--- src/rtl/ncap_mq_ctrl.sv ---
// Multi-queue NIC interrupt moderation controller: windowed packet counts drive a per-queue HIGH/LOW FSM.
// Optional speculative interrupts on a signature match are enabled with NCAP_SPEC_INTR_EN.
module ncap_mq_ctrl #(
    parameter int NUM_Q = 4,
    parameter int DW    = 256,
    parameter int CW    = 32
) (
    input  logic                  clk,
    input  logic                  rst_n,
    input  logic [CW-1:0]         cfg_interval,
    input  logic [CW-1:0]         cfg_th_high_rx,
    input  logic [CW-1:0]         cfg_th_low_rx,
    input  logic [CW-1:0]         cfg_th_high_tx,
    input  logic [CW-1:0]         cfg_th_safeguard,
    input  logic                  cfg_aggressive,
    input  logic [CW-1:0]         cfg_spec_interval,
    input  logic [NUM_Q-1:0]      rx_tvalid,
    input  logic [NUM_Q-1:0]      rx_tready,
    input  logic [NUM_Q-1:0]      rx_tlast,
    input  logic [NUM_Q*DW-1:0]   rx_tdata,
    input  logic                  tx_tvalid,
    input  logic                  tx_tready,
    input  logic                  tx_tlast,
    input  logic [NUM_Q-1:0]      intr_ack,
    output logic [NUM_Q-1:0]      intr_pend,
    output logic [2*NUM_Q-1:0]    intr_type,
    output logic [2*NUM_Q-1:0]    q_state,
    output logic [NUM_Q*CW-1:0]   rx_count
);

    typedef enum logic [1:0] {
        IDLE     = 2'd0,
        HIGH     = 2'd1,
        LOW_PEND = 2'd2
    } state_t;

    logic [CW-1:0]      timer;
    logic [CW-1:0]      limit;
    logic               tick;
    logic [CW-1:0]      rx_cnt [NUM_Q];
    logic [CW-1:0]      tx_cnt;
    logic [NUM_Q-1:0]   rx_pkt;
    logic               tx_pkt;
    state_t             state    [NUM_Q];
    state_t             state_nx [NUM_Q];
    logic [CW-1:0]      sg       [NUM_Q];
    logic [CW-1:0]      sg_nx    [NUM_Q];
    logic [NUM_Q-1:0]   req_fsm;
    logic [NUM_Q-1:0]   req_high;
    logic [NUM_Q-1:0]   req_spec;
    logic [NUM_Q-1:0]   pend_nx;
    logic [2*NUM_Q-1:0] type_nx;
    logic               unused_ok;

    assign unused_ok = ^{rx_tdata, cfg_spec_interval};

    assign limit  = (cfg_interval == '0) ? CW'(1) : cfg_interval;
    assign tick   = (timer >= limit - CW'(1));
    assign rx_pkt = rx_tvalid & rx_tready & rx_tlast;
    assign tx_pkt = tx_tvalid & tx_tready & tx_tlast;

    always_ff @(posedge clk or negedge rst_n) begin
        if (!rst_n) begin
            timer <= '0;
        end else if (tick) begin
            timer <= '0;
        end else begin
            timer <= timer + CW'(1);
        end
    end

    // A packet landing on the tick edge belongs to the window that is just starting.
    always_ff @(posedge clk or negedge rst_n) begin
        if (!rst_n) begin
            tx_cnt <= '0;
            for (int q = 0; q < NUM_Q; q++) rx_cnt[q] <= '0;
        end else begin
            if (tick) begin
                tx_cnt <= {{(CW-1){1'b0}}, tx_pkt};
            end else if (tx_pkt && tx_cnt != '1) begin
                tx_cnt <= tx_cnt + CW'(1);
            end
            for (int q = 0; q < NUM_Q; q++) begin
                if (tick) begin
                    rx_cnt[q] <= {{(CW-1){1'b0}}, rx_pkt[q]};
                end else if (rx_pkt[q] && rx_cnt[q] != '1) begin
                    rx_cnt[q] <= rx_cnt[q] + CW'(1);
                end
            end
        end
    end

    always_ff @(posedge clk or negedge rst_n) begin
        if (!rst_n) begin
            for (int q = 0; q < NUM_Q; q++) begin
                state[q] <= IDLE;
                sg[q]    <= '0;
            end
        end else begin
            for (int q = 0; q < NUM_Q; q++) begin
                state[q] <= state_nx[q];
                sg[q]    <= sg_nx[q];
            end
        end
    end

    always_comb begin
        for (int q = 0; q < NUM_Q; q++) begin
            state_nx[q] = state[q];
            sg_nx[q]    = sg[q];
            req_fsm[q]  = 1'b0;
            req_high[q] = 1'b0;
            if (tick) begin
                case (state[q])
                    IDLE: begin
                        if (rx_cnt[q] > cfg_th_high_rx) begin
                            req_fsm[q]  = 1'b1;
                            req_high[q] = 1'b1;
                            state_nx[q] = HIGH;
                        end
                    end
                    HIGH: begin
                        if (rx_cnt[q] < cfg_th_low_rx && tx_cnt < cfg_th_high_tx) begin
                            state_nx[q] = LOW_PEND;
                            sg_nx[q]    = '0;
                        end
                    end
                    LOW_PEND: begin
                        if (rx_cnt[q] > cfg_th_low_rx || tx_cnt > cfg_th_high_tx) begin
                            req_fsm[q]  = 1'b1;
                            req_high[q] = 1'b1;
                            state_nx[q] = HIGH;
                            sg_nx[q]    = '0;
                        end else if (sg[q] < cfg_th_safeguard) begin
                            // Aggressive mode stays quiet until the safeguard expires.
                            sg_nx[q]   = sg[q] + CW'(1);
                            req_fsm[q] = !cfg_aggressive;
                        end else begin
                            req_fsm[q]  = 1'b1;
                            state_nx[q] = IDLE;
                            sg_nx[q]    = '0;
                        end
                    end
                    default: begin
                        state_nx[q] = IDLE;
                        sg_nx[q]    = '0;
                    end
                endcase
            end
        end
    end

`ifdef NCAP_SPEC_INTR_EN
    logic [CW-1:0] gap [NUM_Q];

    always_comb begin
        for (int q = 0; q < NUM_Q; q++) begin
            req_spec[q] = rx_tvalid[q] && rx_tready[q] &&
                          (rx_tdata[q*DW+96 +: 32] == 32'h2845_0008) &&
                          (gap[q] > cfg_spec_interval);
        end
    end

    // The gap restarts whenever the pending flag goes from clear to set.
    always_ff @(posedge clk or negedge rst_n) begin
        if (!rst_n) begin
            for (int q = 0; q < NUM_Q; q++) gap[q] <= '0;
        end else begin
            for (int q = 0; q < NUM_Q; q++) begin
                if (pend_nx[q] && !intr_pend[q]) begin
                    gap[q] <= '0;
                end else if (gap[q] != '1) begin
                    gap[q] <= gap[q] + CW'(1);
                end
            end
        end
    end
`else
    assign req_spec = '0;
`endif

    // A new request always wins over a simultaneous acknowledge.
    always_comb begin
        pend_nx = intr_pend;
        type_nx = intr_type;
        for (int q = 0; q < NUM_Q; q++) begin
            if (req_fsm[q] || req_spec[q]) begin
                pend_nx[q] = 1'b1;
                if (req_fsm[q]) type_nx[2*q] = req_high[q];
                type_nx[2*q+1] = req_spec[q];
            end else if (intr_ack[q]) begin
                pend_nx[q] = 1'b0;
            end
        end
    end

    always_ff @(posedge clk or negedge rst_n) begin
        if (!rst_n) begin
            intr_pend <= '0;
            intr_type <= '0;
        end else begin
            intr_pend <= pend_nx;
            intr_type <= type_nx;
        end
    end

    always_comb begin
        q_state  = '0;
        rx_count = '0;
        for (int q = 0; q < NUM_Q; q++) begin
            q_state[2*q +: 2]   = state[q];
            rx_count[q*CW +: CW] = rx_cnt[q];
        end
    end

endmodule

--- config.mk ---
export PLATFORM = sky130hd
export DESIGN_NAME = ncap_mq_ctrl
export DESIGN_NICKNAME = d
export VERILOG_FILES = /design/src/rtl/ncap_mq_ctrl.sv
export SDC_FILE = /design/constraint.sdc
export NUM_CORES = 1
export LEC_CHECK = 0
export CORE_AREA = 5 5 534 536
export CTS_BUF_LIST = sky130_fd_sc_hd__clkbuf_2
export CTS_CLUSTER_DIAMETER = 120
export DETAILED_ROUTE_END_ITERATION = 6
export DIE_AREA = 0 0 539 541
export MAX_ROUTING_LAYER = met4
export SLEW_MARGIN = 10
export SYNTH_ARGS = -nofsm -noshare
export SYNTH_HDL_FRONTEND = slang
export SYNTH_SLANG_ARGS = --single-unit
--- constraint.sdc ---
create_clock -name clk -period 3.5 [get_ports clk]
set_input_delay 0.525 -clock clk [delete_from_list [all_inputs] [get_ports clk]]
set_output_delay 0.525 -clock clk [all_outputs]
set_load 0.03 [all_outputs]
# Word level (Yosys, flattened, before mapping)
# Index checks and enable logic that the tools add are counted.
[word_totals] regBits=336 inputBits=1238 output_inout_bits=148 wordCells=209
[op_classes] add_sub_neg=11 n_lt_le_gt_ge=19 n_eq_ne=25 muxes=88 bitwise_logic=8 reduce_logical=36
[op_table] cell="$mux W32" n=24
[op_table] cell="$pmux W32 S3" n=4
[op_table] cell="$add A32 B1 Y32 const B" n=10
[op_table] cell="$gt A32 B32 Y1" n=9
[op_table] cell="$lt A32 B32 Y1" n=9
[op_table] cell="$ne A32 B32 Y1 const B" n=5
[op_table] cell="$ge A32 B32 Y1" n=1
[op_table] cell="$logic_not A32 Y1" n=1
[op_table] cell="$mux W1" n=32
[op_table] cell="$mux W2" n=16
[op_table] cell="$sub A32 B1 Y32 const B" n=1
[op_table] cell="$pmux W2 S3" n=4
[op_table] cell="$reduce_bool A2 Y1" n=9
[op_table] cell="$ne A2 B2 Y1 const B" n=8
[op_table] cell="$pmux W1 S2" n=8
[op_table] cell="$reduce_and A4 Y1" n=4
[op_table] cell="$ne A3 B3 Y1 const B" n=4
[op_table] cell="$reduce_and A3 Y1" n=4
[op_table] cell="$logic_and A1 B1 Y1" n=9
[op_table] cell="$and A4 B4 Y4" n=2
[op_table] cell="$eq A2 B1 Y1 const B" n=4
[op_table] cell="$eq A2 B2 Y1 const B" n=4
[op_table] cell="$logic_not A2 Y1" n=4
[op_table] cell="$logic_or A1 B1 Y1" n=4
[op_table] cell="other kinds (3)" n=7

# Depth between registers and ports, before layout
# Gate-level depths: netlist of run 1.
[depth] depth_word=6 depth_mapped=27 mapped_depth_nobuf=24

# Worst setup path after synthesis of run 1
# No wires, ideal clock.
[synth_path] kind="input -> register" start="input cfg_interval[22]" end="register rx_cnt (netlist bit rx_count[0])" setup_time_ps=87 t_arrival_ps=5167 t_required_ps=3413 setup_slack_ps=-1753 path_stages=25 path_buffers=4 path_cell_list="or4_1 > nor3_1 > or3b_1 > nor3_1 > nand2_1 > nor2_1 > nor2_1 > ha_1 > nand2_1 > or3_1 > inv_1 > nand2_1 > or3_1 > xor2_1 > ha_1 > and4_1 > a221oi_1 > nor2_1 > a211oi_1 > buf_2 > buf_2 > buf_2 > buf_2 > nand3_1 > o211ai_1"
[synth_between] elab_chain_len=5 word_cells_on_any_way=6 cone_classes="add/sub: 1; order compare: 1; mux: 2; reduce/logical: 2"
[synth_lines] element="start, declared" line="10" rtl="input logic [CW-1:0] cfg_interval,"
[synth_lines] element="$logic_not A32 Y1" line="57" rtl="assign limit = (cfg_interval == '0) ? CW'(1) : cfg_interval;"
[synth_lines] element="$mux W32 (*)" line="57"
[synth_lines] element="$sub A32 B1 Y32 (*)" line="58" rtl="assign tick = (timer >= limit - CW'(1));"
[synth_lines] element="$ge A32 B32 Y1 (*)" line="58"
[synth_lines] element="$mux W32 or $reduce_bool A2 Y1 (tied branches)"
[synth_lines] element="end signal, assigned by index" line="85" rtl="rx_cnt[q] <= {{(CW-1){1'b0}}, rx_pkt[q]};"
[synth_lines] element="end signal, assigned by index" line="87" rtl="rx_cnt[q] <= rx_cnt[q] + CW'(1);"
[synth_lines] element="end, declared" line="40" rtl="logic [CW-1:0] rx_cnt [NUM_Q];"
# Mark *: on every way between the ends. The rest lies on a longest branch, timed or not.
# A chain may end at the register's enable or synchronous reset.

# Worst setup path after layout of run 1
[layout_path] start="input cfg_interval[25]" end="register sg[31] (netlist name)"
[layout_between] elab_chain_len=5
[layout_lines] element="$logic_not A32 Y1" line="57"
[layout_lines] element="$mux W32 (*)" line="57"
[layout_lines] element="$sub A32 B1 Y32 (*)" line="58"
[layout_lines] element="$ge A32 B32 Y1 (*)" line="58"
[layout_lines] element="$reduce_and A3 Y1 (no source line) (*)"
[layout_lines] element="end signal, assigned by index" line="102" rtl="sg[q] <= sg_nx[q];"
[layout_lines] element="end, declared" line="46" rtl="logic [CW-1:0] sg [NUM_Q];"
# Marked as above.

==> out/metrics.yaml, run 1 <==
critical_path:
  worstSetupPathType: "in -> reg"
  timing.rr.start: "tx_cnt[9]"
  worstPathArrival_ps: 5160
  r2r_slack_ps: 80
  end_kind: "flip-flop"
  worst_r2r_endpoint: "sg[55]"
  critPathLaunchType: "input port"
  cp_max_fo: 10
  critical_path_required_ps: 4850
  worst_r2r_path_depth: 11
place:
  dp_slack_ps: -2231
  gp_congestion: 0.8827
  dp_cells: 7787
  portBuffers: 325
  hpwl_um: 114700
  placed_area_um2: 40230
cells_and_area:
  area_growth_pct: 52.53
  nets: 5926
  layout_commonest_cell: "ha_1"
  drive_above_1_share_pct: 21.14
  layout_common_cells: "ha_1 (454), buf_4 (406), dfrtp_1 (336), nand2_1 (308), clkdlybuf4s50_1 (238)"
  fin_area_um2: 43630
  layout.cells.non_filler: 8060
  fillers: 31610
sta:
  setup_viol: 317
  fin_skew_ps: 186.5
  rsz0062_at_grt: "yes"
  drv_slew: 0
  layout_setup_ws_ps: -312.1
  tightest_slew_ps: 1057
  slew_headroom_pct: 29.52
  hold_slack_ps: 284.7
  finalCritPeriodShare_pct: 108.9
  finalHoldViolations: 0
  period_needed_ps: 3812
  fmaxAchievable_ghz: 0.2623
logic_synthesis:
  netlist_area_um2: 28600
  ys.flop_type: "dfrtp_1"
  seq_area_frac_synth_pct: 29.39
  syn_area_per_cell_um2: 8.524
  ys_ff_latch: 336
  synth.distinct_cells: 87
  synthCells: 3356
  ys_warn_count: 0
  synth-edff-count: 0
  synthArstFlopShare_pct: 100.0
route:
  ant_nets: 0
  drtIter0Drc: 2230
  firstDrtPassIters: 6
  wirelength_um: 144200
  vias: 29540
  vias_per_cell: 3.665
  drc_errors: 0
  wire_per_inst_um: 17.89
hold_path:
  hp-class: "in -> reg"
  whs_path_depth: 5
  hp-start: "rx_tlast[2]"
  min_to: "rx_count[65]"
grt:
  grt_max_degree: 67
  grt_pass1_wl_um: 197400
  grt_antenna_before_repair: 14
  grt_usage_pct: 9.533
  grt.overflow.total: 0
  grt_pass1_vias: 27680
cts:
  clock_latency_ps: 1450
  clkTransAtPathRegs_ps: 90
  cts_max_level: 3
  clock_path_buffers: 3
  numCtsBuffers: 103
  root_buffer: "clkbuf_2"
  cts.sinks: 336
  cts_tree: "done"
floorplanning:
  die_w_um: 539
  rows: 195
  core_region_area_um2: 280300
  boundaryPins: 1386
  fp.dieArea_um2: 291600
  die_y_um: 541
  initial_utilization_pct: 10.20
power_and_ir_drop:
  p_per_area_nw_per_um2: 274.5
  p_leak_nw: 19.39
  vdd_drop_max_v: 0.0001950
status:
  status: "complete, but fails checks"
  violations: "setup timing"
run:
  maxCapViolations: 0
[layer usage]
metal / GRT usage (%) / up-vias / part of all wire (%)
met5: - / - / 0
met4: 4.279 / 0 / 5.0
met3: 1.991 / 210 / 6.0
met2: 15.54 / 977 / 48
met1: 11.30 / 14130 / 41
li1: - / 14230 / -
[state kept, by name (all words and copies together), names as in the netlist]
| signal | flops |
|---|---|
| rx_count | 128 |
| sg | 128 |
| timer | 32 |
| tx_cnt | 32 |
| q_state | 8 |
| intr_pend | 4 |
| intr_type | 4 |
[how the worst max path moves through the flow]
stage / start / end / cells past startpoint
CTS: rx_count[43] / rx_count[43] / 1
detailed placement: cfg_interval[22] / sg[101] / 25
global route: cfg_interval[25] / intr_pend[0] / 27
global placement: cfg_interval[22] / sg[82] / 27
floorplan: cfg_interval[22] / sg[60] / 25
finish: cfg_interval[25] / sg[31] / 28
[logic make-up (layout without fill, tap and decap cells)]
logic type / after synthesis / after routing / share of synthesized area, %
DFF: 336 / 336 / 29.39
buffers and inverters: 265 / 1213 / 3.871
muxes: 12 / 12 / 0.4243
other: 1 / 12 / 0.01311
xor gates and xnor gates: 180 / 180 / 5.511
and+or+nand+nor: 1438 / 1439 / 25.77
AOI/OAI and AO/OA: 669 / 670 / 15.11
adders and majority gates: 455 / 455 / 19.90
[where the power goes]
group          switching, mW  internal [mW]  total, mW
clock network           2.12           1.15       3.27
registers              0.376           4.09       4.47
logic                   2.43           1.81       4.24
total                   4.92           7.06       12.0
[cells in the mapped netlist, drive strengths merged, types with 27 or more instances]
| library cell | count | share of area, % |
|---|---|---|
| nor2 | 298 | 3.9 |
| a211o | 29 | 0.89 |
| nand2 | 319 | 4.2 |
| and4 | 49 | 1.5 |
| o21ai | 162 | 2.8 |
| inv | 176 | 2.3 |
| buf | 40 | 0.91 |
| nor2b | 34 | 0.74 |
| nand4 | 148 | 3.2 |
| and2 | 39 | 0.85 |
| xor2 | 113 | 3.5 |
| nor4 | 57 | 1.3 |
| dfrtp | 336 | 29 |
| o211ai | 39 | 1.0 |
| a221o | 27 | 0.94 |
| a21oi | 227 | 4.1 |
| xnor2 | 67 | 2.1 |
| ha | 455 | 20 |
| or3 | 56 | 1.2 |
| nand3 | 195 | 3.4 |
| nor3 | 85 | 1.5 |
| and3 | 78 | 1.7 |
| clkbuf | 49 | 0.65 |
| a21o | 56 | 1.5 |
[critical path: stages]
cell	delay (ps)
buf_6	90
or4_4	560
nor3_4	140
or3b_4	420
nor3_4	140
nand2_2	100
nor2_4	150
nor2_4	60
ha_4	160
nand2_2	60
or3_4	130
inv_4	40
nand2_8	90
buf_4	120
nor2_1	40
xnor2_1	130
ha_1	280
nand4_1	110
nor2_2	170
nand2_4	90
nor3_4	260
a211oi_4	110
buf_12	160
buf_12	140
buf_4	130
or4_4	510
a21oi_2	130
a21o_1	90
[layout make-up]
class / instances / area (um^2) / share of cell area (%)
Antenna cell: 8 / 20.02 / 0.04588
Inverter: 176 / 663.1 / 1.520
Clock inverter: 36 / 182.7 / 0.4187
Sequential cell: 336 / 8408 / 19.27
Multi-Input combinational cell: 2760 / 20420 / 46.80
Clock buffer: 145 / 725.7 / 1.663
Timing Repair Buffer: 856 / 8529 / 19.55
Tap cell: 3743 / 4683 / 10.73
[stage by stage]
step | power [mW] | setup TNS [ps] | util (%)
final | 11.98 | -38570 | 15.56
after global routing | 12.68 | -37050 | 15.56
after detailed placement | 7.998 | -662300 | 14.35
after global placement | 7.970 | -654370 | 14.35
after CTS | 11.57 | 0 | 14.88
after floorplan | 6.148 | -361140 | -
[repair_timing]
item,in CTS,in global routing
hold endpoints to repair,351,0
gates resized for setup,142,315
hold buffers,23,0
setup endpoints to repair,410,336
gates cloned,6,23
pin swaps,35,144
setup buffers,9,23
Note: power is estimated with default switching activity, not from simulation.
==> inputs of run 2 (changes only) <==
PLACE_DENSITY = 0.38   (was not set)
==> run 2 against run 1 <==
  * The flow still finishes with violations (setup timing)
  * Worst setup slack gained 47 ps
  * Die area is the same
  * Count of clock-buffer cells in the layout grew 24
  * Fmax grew 1.3%
  * Final area grew 0.88%
  * Flip-flop and latch count is the same
  * Register-to-register slack lost 50 ps
  * Sequential power is essentially flat
  * Wire length grew 7.3%
  * Final cell count grew 1.2%
  * Power grew 4.6%
  * Sequential share of layout area shrank 0.15 points
  * Critical path type unchanged
==> out/metrics.yaml, run 2 (synthesized netlist as in run 1, its figures left out) <==
place:
  portBuffers: 325
  gp_congestion: 0.8268
  hpwl_um: 122100
cts:
  clock_latency_ps: 1530
  clock_path_buffers: 3
  root_buffer: "clkbuf_2"
  cts.sinks: 336
  cts_tree: "done"
  clkTransAtPathRegs_ps: 90
  numCtsBuffers: 113
  cts_max_level: 3
cells_and_area:
  layout_common_cells: "buf_4 (461), ha_1 (453), dfrtp_1 (330), nand2_1 (298), nor2_1 (222)"
  layout_commonest_cell: "buf_4"
  nets: 6008
  drive_above_1_share_pct: 23.27
  area_growth_pct: 53.88
critical_path:
  critPathLaunchType: "input port"
  r2r_slack_ps: 30
  worstSetupPathType: "in -> reg"
  worst_r2r_path_depth: 14
  worstPathArrival_ps: 5040
  critical_path_required_ps: 4780
  slowest_stage: "or4_4"
  crit_family: "simple AND/OR/NAND/NOR gates"
  end_kind: "flip-flop"
  crit_top_cell: "buf_6"
  critPathMaxStageDelay_ps: 540
  cp.buffers_inverters: 8
  cp_max_fo: 8
  worst_r2r_endpoint: "sg[116]"
  timing.rr.start: "tx_cnt[14]"
grt:
  grt_usage_pct: 10.33
  grt.overflow.total: 0
  grt_pass1_wl_um: 214100
  grt_max_degree: 65
  grt_pass1_vias: 29610
  grt_antenna_before_repair: 21
sta:
  layout_setup_ws_ps: -264.9
  drv_slew: 0
  period_needed_ps: 3765
  setup_viol: 323
  finalHoldViolations: 0
  setup_tns_ps: -36650
  rsz0062_at_grt: "yes"
  finalCritPeriodShare_pct: 107.6
  tightest_slew_ps: 804.8
  hold_slack_ps: 312.5
  fmaxAchievable_ghz: 0.2656
  fin_skew_ps: 192.2
  slew_headroom_pct: 46.15
status:
  status: "complete, but fails checks"
  violations: "setup timing"
route:
  vias_per_cell: 3.691
  ant_nets: 0
  wirelength_um: 154700
  wire_per_inst_um: 18.97
  drtIter0Drc: 1863
  firstDrtPassIters: 5
  drc_errors: 0
  vias: 30090
floorplanning:
  initial_utilization_pct: 10.20
  die_y_um: 541
  die_w_um: 539
  boundaryPins: 1386
  fp.dieArea_um2: 291600
  rows: 195
  core_region_area_um2: 280300
power_and_ir_drop:
  p_leak_nw: 20.05
  p_per_area_nw_per_um2: 284.6
  vdd_drop_max_v: 0.0002325
hold_path:
  whs_path_depth: 9
  hp-class: "in -> reg"
  hp-start: "cfg_th_safeguard[31]"
  min_to: "sg[33]"
run:
  maxCapViolations: 0
## run 2: cell count changes in the layout (fill, tap and decap cells not counted), sizes merged, moves of 2 or more
cell           change
buf               +71
clkdlybuf4s50     -51
dlygate4sd2       +25
clkdlybuf4s15     +23
clkbuf            +18
clkinv             -7
dlygate4sd3        +4
inv                +3
bufbuf             +2
nor2               +2
## run 2: cell type report
cell class / count / area (um^2)
antenna: 9 / 22.52
clock buffer: 169 / 845.8
clock inverter: 32 / 160.2
fill: 31700 / 236300
inverter: 176 / 663.1
multi-input combinational: 2762 / 20260
sequential: 336 / 8416
tap: 3743 / 4683
timing repair buffer: 926 / 8964
## run 2: worst max-delay path by stage
stage	startpoint	endpoint	cells past startpoint
finish	cfg_interval[25]	sg[17]	29
global route	cfg_interval[25]	sg[19]	29
global placement	cfg_interval[22]	sg[23]	27
floorplan	cfg_interval[22]	sg[60]	25
CTS	cfg_interval[25]	intr_type[6]	27
detailed placement	cfg_interval[22]	sg[23]	27
## run 2: metrics by stage
step / util, % / instances / power [mW] / setup slack [ps] / area [um^2]
after global routing: 15.70 / 8149 / 13.31 / -219.9 / 44010
final: 15.70 / 8153 / 12.53 / -264.9 / 44020
after CTS: 15.13 / 8100 / 12.27 / -86.28 / 42420
after detailed placement: 14.45 / 7836 / 8.130 / -2257 / 40500
after global placement: 14.45 / 7836 / 8.086 / -2354 / 40500
after floorplan: - / 3359 / 6.148 / -1199 / 29030
## run 2: repair_timing
action	4_1_cts	5_1_grt
cloned	11	20
buffers inserted	26	34
endpoints found under the setup margin	452	334
endpoints found under the hold margin	381	0
pin swaps	45	124
resized for setup	259	285
hold buffers	27	0
## run 2: report_power, final
part           switching [mW]  internal, mW  leakage, nW
Sequential              0.402          4.10         4.48
Clock                    2.28          1.33        0.783
Combinational            2.50          1.92         14.8
Total                    5.19          7.34         20.0
## run 2: metal layers
metal  global-route usage [%]  up-vias  wire, um
li1                         -    14400         -
met1                    12.55    14610     66430
met2                    16.56      844     72170
met3                    1.864      235      7614
met4                    4.887        0      8485
met5                        -        -         0
## run 2: worst min-delay path, delay by kind of cell
kind	cells	cell delay, ps
AOI/OAI and AO/OA	3	260
adders and majority gates	1	150
buffers and inverters	4	800
and+or+nand+nor	1	70
==> inputs of run 3 (changes only) <==
RECOVER_POWER = 100   (was not set)
clock period = 4.54 ns   (was 3.5 ns; I/O delays follow)
==> run 3 against run 2 <==
  * The flow finishes with violations (capacitance limit, slew limit)
  * Final cell count decreased by 4.7%
  * Via count decreased by 6.4%
  * Die area unchanged
  * Sequential share of layout area increased by 2.3 points
  * Utilization decreased by 1.7 points
  * Sequential power decreased by 22%
  * Hold slack got worse by 53 ps
  * Critical endpoint is now intr_pend[3]
  * Global-route usage decreased by 0.51 points
  * Critical path depth decreased by 1
  * Clock power decreased by 24%
  * Combinational power decreased by 45%
==> out/metrics.yaml, run 3 (synthesized netlist as in run 1, its figures left out) <==
sta:
  fin_skew_ps: 170.1
  finalHoldViolations: 0
  period_needed_ps: 4491
  slew_headroom_pct: -57.50
  tightest_slew_ps: 2362
  setup_tns_ps: 0
  hold_slack_ps: 259.1
  rsz0062_at_grt: "no"
  setup_viol: 0
  drv_slew: 341
  finalCritPeriodShare_pct: 98.92
  fmaxAchievable_ghz: 0.2227
cts:
  clock_latency_ps: 1520
  cts_max_level: 3
  clock_path_buffers: 3
  cts.sinks: 336
  root_buffer: "clkbuf_2"
  clkTransAtPathRegs_ps: 100
  numCtsBuffers: 111
  cts_tree: "done"
place:
  portBuffers: 325
  dp_cells: 7540
  gp_congestion: 0.8348
  hpwl_um: 117000
cells_and_area:
  post-route-util_pct: 13.99
  area_growth_pct: 37.09
  multi_input_area_um2: 19230
  fillers: 31960
  layout_common_cells: "ha_1 (454), dfrtp_1 (336), nand2_1 (315), nor2_1 (292), a21oi_1 (218)"
  drive_above_1_share_pct: 10.92
  layout_commonest_cell: "ha_1"
  nets: 5628
  seq_area_um2: 8408
  layout.cells.non_filler: 7768
power_and_ir_drop:
  switching_share_pct: 41.55
  vdd_drop_max_v: 0.0001362
  p_seq_share_pct: 40.2
  p_clk_share_pct: 31.7
  p_leak_nw: 17.73
  p_per_area_nw_per_um2: 221.5
  p_int_mw: 5.078
  p_comb_share_pct: 28.1
  p_switching_mw: 3.610
route:
  vias: 28170
  drtIter0Drc: 1749
  firstDrtPassIters: 7
  drc_errors: 0
  wire_per_inst_um: 18.48
  ant_nets: 0
  vias_per_cell: 3.627
  wirelength_um: 143600
grt:
  grt_usage_pct: 9.817
  grtUsageMet2_pct: 16.20
  busiest_layer: "met2"
  met3_usage_pct: 1.965
  grt_pass1_vias: 27860
  grt_pass1_wl_um: 204200
  grt_antenna_before_repair: 17
  grt_max_degree: 82
  gr-usage-met1_pct: 11.95
  grt.overflow.total: 0
critical_path:
  end_kind: "flip-flop"
  cp_max_fo: 8
  r2r_slack_ps: 710
  worstSetupPathType: "in -> reg"
  worstPathArrival_ps: 5810
  critical_path_required_ps: 5860
  critPathLaunchType: "input port"
floorplanning:
  die_w_um: 539
  fp.dieArea_um2: 291600
  initial_utilization_pct: 10.20
  die_y_um: 541
  rows: 195
  core_region_area_um2: 280300
  boundaryPins: 1386
run:
  maxCapViolations: 5
status:
  status: "complete, but fails checks"
  violations: "capacitance limit, slew limit"
hold_path:
  hp-class: "in -> reg"
run 3: cell count changes in the layout (fill, tap and decap cells not counted), moves of 24 or more:
cell and delta:
buf_6 -35, buf_4 -296, dlygate4sd3_1 +136, a21oi_2 -25
nor2_1 +70, nor2_2 -24, dlygate4sd2_1 -96, nor2_4 -48
a21oi_1 +30
run 3: area by class of cell:
class / count / area share [%]
Tap cell: 3743 / 11.94
Inverter: 176 / 1.685
Multi-Input combinational cell: 2758 / 49.05
Clock buffer: 165 / 2.106
Antenna cell: 13 / 0.08296
Clock inverter: 25 / 0.3797
Sequential cell: 336 / 21.44
Timing Repair Buffer: 552 / 13.31
run 3: repair_timing:
action,4_1_cts,5_1_grt
setup endpoints to repair,0,7
setup buffers,0,5
hold buffers,20,0
resized for setup,0,9
hold endpoints to repair,350,0
run 3: worst max-delay path: stages:
cell and delay [ps]:
clkdlybuf4s50_1 430, or4_4 570, nor3_4 200, or3b_4 410, nor3_2 110, nand2_1 100
nor2_2 120, nor2_1 80, ha_2 200, nand2_2 60, or3_4 120, inv_2 50
nand2_4 90, buf_12 110, nor3_1 40, xnor2_1 120, ha_1 290, buf_4 140
a21oi_2 120, nand2_1 80, a21oi_2 160, o21ai_2 90, buf_4 150, a211o_4 350
buf_6 170, nand3_1 110, nand3_1 80, dlygate4sd3_1 550
run 3: worst paths after layout:
path / from / to / cells after the start
max: cfg_interval[22] / intr_pend[3] / 28
max reg2reg: rx_count[107] / intr_pend[3] / 12
max in group asynchronous: rst_n / timer[23] / 4
min: rx_tvalid[0] / rx_count[3] / 5
min reg2reg: intr_type[4] / intr_type[4] / 1
min in group asynchronous: rst_n / sg[35] / 4
run 3: per-stage QoR:
step | instance area (um^2) | setup slack (ps) | total power, mW
after floorplan | 29030 | -314.6 | 4.740
after global placement | 38120 | -1445 | 6.064
after detailed placement | 38120 | -1387 | 6.116
after CTS | 39320 | 70.68 | 9.079
after global routing | 39210 | 37.45 | 9.365
final | 39210 | 48.87 | 8.688
run 3: power groups by stage:
stage	Clock (mW)	Sequential [mW]	Combinational, mW
2_1_floorplan	0	3.55	1.19
3_3_place_gp	0	3.56	2.50
3_5_place_dp	0	3.56	2.55
4_1_cts	2.99	3.50	2.58
5_1_grt	3.12	3.53	2.71
6_report	2.75	3.49	2.44
run 3: layer usage:
metal,part of all wire [%],vias to the layer above,wire (um)
met2,48,768,68460
met1,43,13550,62390
li1,-,13630,-
met5,0,-,0
met4,3.9,0,5556
met3,5.0,229,7175
